**src/rtl/pc_unit.sv**
```systemverilog
// pc_unit: program counter with trap/redirect/return priority, alignment check
// and circular return-address stack. Rev 1.0
`default_nettype none

module pc_unit #(
  parameter int unsigned     XLEN         = 32,
  parameter logic [XLEN-1:0] RESET_VECTOR = 32'h0000_0000,
  parameter logic [XLEN-1:0] TRAP_VECTOR  = 32'h0000_0100,
  parameter int unsigned     INSTR_BYTES  = 4,
  parameter int unsigned     RAS_DEPTH    = 4
) (
  input  logic                         clk_i,
  input  logic                         rst_ni,
  input  logic                         enable_i,
  input  logic                         trap_i,
  input  logic                         redirect_i,
  input  logic [XLEN-1:0]              redirect_pc_i,
  input  logic                         call_i,
  input  logic                         ret_i,
  output logic [XLEN-1:0]              curr_pc_o,
  output logic [XLEN-1:0]              pc_plus_o,
  output logic                         misaligned_o,
  output logic                         ras_underflow_o,
  output logic [$clog2(RAS_DEPTH):0]   ras_count_o
);

  localparam int unsigned ALIGN_BITS = $clog2(INSTR_BYTES);
  localparam int unsigned PTR_W      = $clog2(RAS_DEPTH);
  localparam int unsigned CNT_W      = PTR_W + 1;
  localparam logic [CNT_W-1:0] RAS_FULL = CNT_W'(RAS_DEPTH);

  logic [XLEN-1:0]  pc_q, pc_d;
  logic             mis_q, mis_d;
  logic             uf_q, uf_d;
  logic [PTR_W-1:0] ptr_q, ptr_d;
  logic [CNT_W-1:0] cnt_q, cnt_d;
  logic [XLEN-1:0]  ras_q [RAS_DEPTH];
  logic             push;
  logic             target_misaligned;
  logic [PTR_W-1:0] ptr_dec;

  assign pc_plus_o = pc_q + XLEN'(INSTR_BYTES);
  assign ptr_dec   = ptr_q - PTR_W'(1);

  // With single-byte instructions every target is aligned.
  generate
    if (ALIGN_BITS == 0) begin : g_no_align
      assign target_misaligned = 1'b0;
    end else begin : g_align
      assign target_misaligned = |redirect_pc_i[ALIGN_BITS-1:0];
    end
  endgenerate

  always_comb begin
    pc_d  = pc_q;
    mis_d = 1'b0;
    uf_d  = 1'b0;
    ptr_d = ptr_q;
    cnt_d = cnt_q;
    push  = 1'b0;
    if (trap_i) begin
      pc_d = TRAP_VECTOR;
    end else if (!enable_i) begin
      pc_d = pc_q;
    end else if (redirect_i) begin
      if (target_misaligned) begin
        pc_d  = TRAP_VECTOR;
        mis_d = 1'b1;
      end else begin
        pc_d = redirect_pc_i;
        if (call_i) begin
          push  = 1'b1;
          ptr_d = ptr_q + PTR_W'(1);
          if (cnt_q != RAS_FULL) cnt_d = cnt_q + CNT_W'(1);
        end
      end
    end else if (ret_i) begin
      if (cnt_q != '0) begin
        pc_d  = ras_q[ptr_dec];
        ptr_d = ptr_dec;
        cnt_d = cnt_q - CNT_W'(1);
      end else begin
        pc_d = pc_plus_o;
        uf_d = 1'b1;
      end
    end else begin
      pc_d = pc_plus_o;
    end
  end

  always_ff @(posedge clk_i or negedge rst_ni) begin
    if (!rst_ni) begin
      pc_q  <= RESET_VECTOR;
      mis_q <= 1'b0;
      uf_q  <= 1'b0;
      ptr_q <= '0;
      cnt_q <= '0;
    end else begin
      pc_q  <= pc_d;
      mis_q <= mis_d;
      uf_q  <= uf_d;
      ptr_q <= ptr_d;
      cnt_q <= cnt_d;
    end
  end

  // Stack storage needs no reset; entries are only read when counted valid.
  always_ff @(posedge clk_i) begin
    if (push) ras_q[ptr_q] <= pc_plus_o;
  end

  assign curr_pc_o       = pc_q;
  assign misaligned_o    = mis_q;
  assign ras_underflow_o = uf_q;
  assign ras_count_o     = cnt_q;

endmodule

`default_nettype wire

```
**config.mk**
```make
export PLATFORM = sky130hd
export DESIGN_NAME = pc_unit
export DESIGN_NICKNAME = d
export VERILOG_FILES = /design/src/rtl/pc_unit.sv
export SDC_FILE = /design/constraint.sdc
export NUM_CORES = 1
export LEC_CHECK = 0
export BUFFER_PORTS_ARGS = -buffer_cell sky130_fd_sc_hd__buf_2
export CAP_MARGIN = 20
export CORE_MARGIN = 1.5
export CORE_UTILIZATION = 27
export DETAILED_ROUTE_END_ITERATION = 10
export SKIP_CTS_REPAIR_TIMING = 1
export SYNTH_ARGS = -nofsm -noshare
export SYNTH_HDL_FRONTEND = slang
export SYNTH_SLANG_ARGS = --single-unit
```
**constraint.sdc**
```tcl
create_clock -name clk_i -period 3.93 [get_ports clk_i]
set_input_delay 0.1965 -clock clk_i [delete_from_list [all_inputs] [get_ports clk_i]]
set_output_delay 0.1965 -clock clk_i [all_outputs]
set_load 0.005 [all_outputs]
```
After elaboration in Yosys (flattened, before gate mapping)
Memory sizes are Yosys's and may differ from the RTL's.
Index checks and enable logic that the tools add are counted.
{ "classes": {"addsub": 5, "mux": 33, "n_bitwise": 1, "n_reduce_logical": 7, "eq_ne": 4} }
{ "op_table": {"columns": ["cell", "n"], "rows": [
  ["$mux W32", 6],
  ["$add A32 B3 Y32 const B", 1],
  ["$mux W3", 6],
  ["$mux W1", 16],
  ["$mux W2", 5],
  ["$reduce_and A7 Y1", 1],
  ["$reduce_and A6 Y1", 1],
  ["$reduce_bool A2 Y1", 3],
  ["$ne A2 B1 Y1 const B", 2],
  ["$add A3 B1 Y3 const B", 1],
  ["$ne A3 B3 Y1 const B", 1],
  ["$reduce_bool A3 Y1", 1],
  ["$sub A3 B1 Y3 const B", 1],
  ["$add A2 B1 Y2 const B", 1],
  ["$ne A2 B2 Y1 const B", 1],
  ["$reduce_or A2 Y1", 1],
  ["$sub A2 B1 Y2 const B", 1],
  ["$not A1 Y1", 1]
]} }
{ "totals": {"wordCells": 56, "in_bits": 39, "mem_count": 1, "ramBits": 128, "reg_bits": 39, "out_inout_bits": 69} }
{ "memory_table": {"columns": ["memory", "words", "width", "read_ports", "rd_clocked_by_memory_dff", "write_ports", "line_no", "text"], "rows": [
  ["ras_q", 4, 32, 1, 0, 1, "37", "logic [XLEN-1:0] ras_q [RAS_DEPTH];"]
]} }

Depth between registers and ports, before layout
{ "logic_depth": {"ltp_word": 7, "depth_mapped": 11, "mapped_depth_nobuf": 7} }

Worst setup path before layout
No wires, ideal clock.
{ "synth_path": {"kind": "flip-flop to flip-flop", "from": "register ptr_q[0]", "to": "register pc_q[11] (netlist: curr_pc_o[11])", "setup_ns": 0.130, "synth_period_minus_slack_ns": 2.645, "n_path_buf": 4, "path_slack_ns": 1.285, "t_required_ns": 3.800, "arrival_time_ns": 2.515, "stages_incl_launch_ff": 11, "path_cell_list": "dfrtp_1 buf_2 buf_2 inv_1 ha_1 clkbuf_1 clkbuf_1 mux4_2 and2_0 a211oi_1 o22ai_1"} }
{ "synth_between": {"elab_chain_len": 7} }
{ "synth_lines": {"columns": ["item", "line_no", "text"], "rows": [
  ["start, declared", "35", "logic [PTR_W-1:0] ptr_q, ptr_d;"],
  ["start signal, assigned", "102", "ptr_q <= ptr_d;"],
  ["$sub A2 B1 Y2", "43", "assign ptr_dec = ptr_q - PTR_W'(1);"],
  ["$mem_v2 Z4 W32", null, null],
  ["$mux W32", "78", "if (cnt_q != '0) begin"],
  ["$mux W32", "77", "end else if (ret_i) begin"],
  ["$mux W32", "65", "end else if (redirect_i) begin"],
  ["$mux W32", "63", "end else if (!enable_i) begin"],
  ["$mux W32", "61", "if (trap_i) begin"],
  ["end signal, assigned", "99", "pc_q <= pc_d;"],
  ["end, declared", "32", "logic [XLEN-1:0] pc_q, pc_d;"]
]} }
Every way passes these cells. The select of a mux whose other input is x is not followed.
A chain may end at the register's enable or synchronous reset.

Worst setup path after layout
{ "layout_path": {"from": "register pc_q[2] (netlist: curr_pc_o[2])", "to": "output port pc_plus_o[22]"} }
{ "layout_between": {"elab_chain_len": 1} }
{ "layout_lines": {"columns": ["item", "line_no", "text"], "rows": [
  ["$add A32 B3 Y32", "42", "assign pc_plus_o = pc_q + XLEN'(INSTR_BYTES);"],
  ["end, declared", "21", "output logic [XLEN-1:0] pc_plus_o,"]
]} }
Every way passes these cells.

==> reports/qor.yml <==
status: "finished clean"
power_frac_comb_pct: 25.5
finalCritPeriodShare_pct: 75.0
start_util_pct: 27.6
yosys_most_used_dff: "edfxtp_1"
drt_wl_total_mm: 21.8
max_cap_viol_count: 0
synth.area.top_cells: "edfxtp_1 (50%), dfrtp_1 (13%), mux4_2 (9.3%)"
tns_ns: 0
clock_path_buffers: 2
cp-start-kind: "register"
syn_area_um2: 7720
end_kind: "output pin"
holdWs_ns: 0.0383
io_pins: 108
port_buffers: 107
p_leak_uw: 0.00347
hpwl_mm: 14.9
r2r-end: "curr_pc_o[16]$_DFFE_PN0P_"
finalSetupViolations: 0
max_slew_margin_pct: 49.1
ys_types: 68
dr.pass1.iters: 4
via_per_inst: 5.00
cp.required_ns: 3.73
synth_cells: 530
cts_tree: "built"
synth.most_common_cell: "edfxtp_1"
instances_no_fill: 1031
place_inst: 997
worst-path-max-fanout: 7
cts_buffers: 17
synth_area_leader_cell: "edfxtp_1"
worst_pin_slew_ns: 0.762
ys_seq_area_share_pct: 62.4
postRouteAntennaNets: 0
grt_max_degree: 40
hp-start: "trap_i"
nets: 685
cts-root-buf: "clkbuf_16"
cp.arrival_ns: 2.75
internal-power_uw: 3690
synthTopCellsByCount: "edfxtp_1 (128), dfrtp_1 (39), nand2_1 (37)"
grt_first_pass_wirelength_mm: 32.5
clkLatencyLatePin_ns: 0.43
reg2reg_slack_ns: 1.48
avgSynthCellArea_um2: 14.6
grt_pass1_vias: 5109
num_vias: 5159
n_antenna_cell: 0
finalPower_uw: 5200
routabilityCongestion: 0.790
cts_htree_levels: 4
r2r_start: "ptr_q[1]$_DFFE_PN0P_"
hold_violations: 0
critPathBufInv: 1
async_reset_ff_share_pct: 23.4
synth_top_area_share_pct: 49.8
hold_end: "curr_pc_o[2]$_DFFE_PN0P_"
grt_overflow: 0
switching_share_pct: 29.1
crit_family: "simple AND/OR/NAND/NOR gates"
fin_util_pct: 33.4
clkTransAtPathRegs_ns: 0.07
power.ir.vdd_worst_mv: 0.227
hold_depth: 2
die-height_um: 172
die_x_um: 172
period_needed_ns: 2.95
max_freq_mhz: 339
critPathMaxStageDelay_ns: 0.50
slew_viol_final: 0
p_clk_share_pct: 33.8
dieArea_um2: 29600
hp-class: "input pin to register"
seqPwrFrac_pct: 40.7
synth_edf_count: 128
critPathKind: "register to output pin"
power_density_nw_per_um2: 557
drcViolationCount: 0
cts_sinks: 167
crit_path_cell_trace: "ha_1, and3_1, nand2_1, or4_4, xnor2_1, buf_2"
slowest_stage: "dfrtp_1"
area_delta_synth_final_pct: 20.9
rr_worst_depth: 8
core_um2: 27900
rows: 61
synth_warnings: 0
synth_fp_nets: 575
drt_iter0_drc: 385
switchingPower_uw: 1510
wl_per_cell_um: 21.1
synth_seq_cells: 167
clock_skew_ns: 0.00916
drive_above_1_share_pct: 32.0
rsz0062_at_grt: "false"
antenna_found_initial: 1
gr-usage-all-layers_pct: 15.2
[cells in the final DEF, fill, tap and decap left out, drive strengths merged, types with 9 or more instances in the layout]
cell    count
dfrtp      39
a21o        9
xnor2      21
nor2       21
nand3      14
mux4       32
clkbuf     20
inv        17
nand2      39
edfxtp    128
nor4       13
buf       121
o21ai      25
[worst reg2reg max path: stages, from the launching register on]
cell     delay, ns
dfrtp_1       0.39
inv_1         0.07
ha_1          0.54
buf_4         0.38
mux4_2        0.35
a21oi_1       0.17
nor3b_1       0.07
a41oi_1       0.23
o21ai_0       0.12
[routing by layer]
layer  GRT usage (%)  vias up  wire length, um
li1                -     2322                -
met1            20.2     2637             9520
met2            24.4      173            10400
met3            3.66       25             1430
met4            4.73        2              385
met5               0        -               11
[logic make-up after synthesis]
group | share of synthesized area [%]
adder cells (fa/ha/maj) | 1.07
buffers and inverters | 2.79
flip-flops | 62.4
multiplexers | 9.59
AO/OA/AOI/OAI | 10.7
XOR/XNOR | 2.84
AND/OR/NAND/NOR | 10.6
[flip-flops by register name (all words and copies together) (netlist names)]
| signal | count |
|---|---|
| ras_underflow_o | 1 |
| misaligned_o | 1 |
| ras_count_o | 3 |
| ras_q | 128 |
| curr_pc_o | 32 |
| ptr_q | 2 |
[metrics by stage]
step / setup WS [ns] / area, um^2
after floorplan: 1.29 / 7720
after global placement: 1.43 / 8690
after detailed placement: 1.34 / 8690
after CTS: 0.937 / 9310
after global routing: 0.851 / 9340
final: 0.982 / 9340
[layout make-up]
cell class	instances	area, um^2
Sequential cell	167	4820
Tap cell	378	473
Multi-Input combinational cell	315	2700
Clock inverter	12	178
Clock buffer	20	437
Fill cell	2793	18600
Timing Repair Buffer	122	663
Inverter	17	63.8
[worst max path at each step]
stage | start | slack, ns | depth (start not counted) | endpoint
global route | curr_pc_o[2]$_DFFE_PN0P_ | 0.85 | 6 | pc_plus_o[26]
global placement | redirect_i | 1.43 | 7 | curr_pc_o[24]$_DFFE_PN0P_
floorplan | ptr_q[0]$_DFFE_PN0P_ | 1.29 | 10 | curr_pc_o[11]$_DFFE_PN0P_
CTS | curr_pc_o[2]$_DFFE_PN0P_ | 0.94 | 6 | pc_plus_o[22]
finish | curr_pc_o[2]$_DFFE_PN0P_ | 0.98 | 6 | pc_plus_o[22]
detailed placement | redirect_i | 1.34 | 7 | curr_pc_o[19]$_DFFE_PN0P_
[power by group through the flow]
stage | Clock, uW | Combinational (uW) | Sequential (uW)
after floorplan | 0 | 942 | 2110
after global placement | 0 | 1340 | 2150
after detailed placement | 0 | 1340 | 2150
after CTS | 1790 | 1350 | 2120
after global routing | 1850 | 1450 | 2130
final | 1760 | 1330 | 2120
Power figures use the tool's default switching activity.
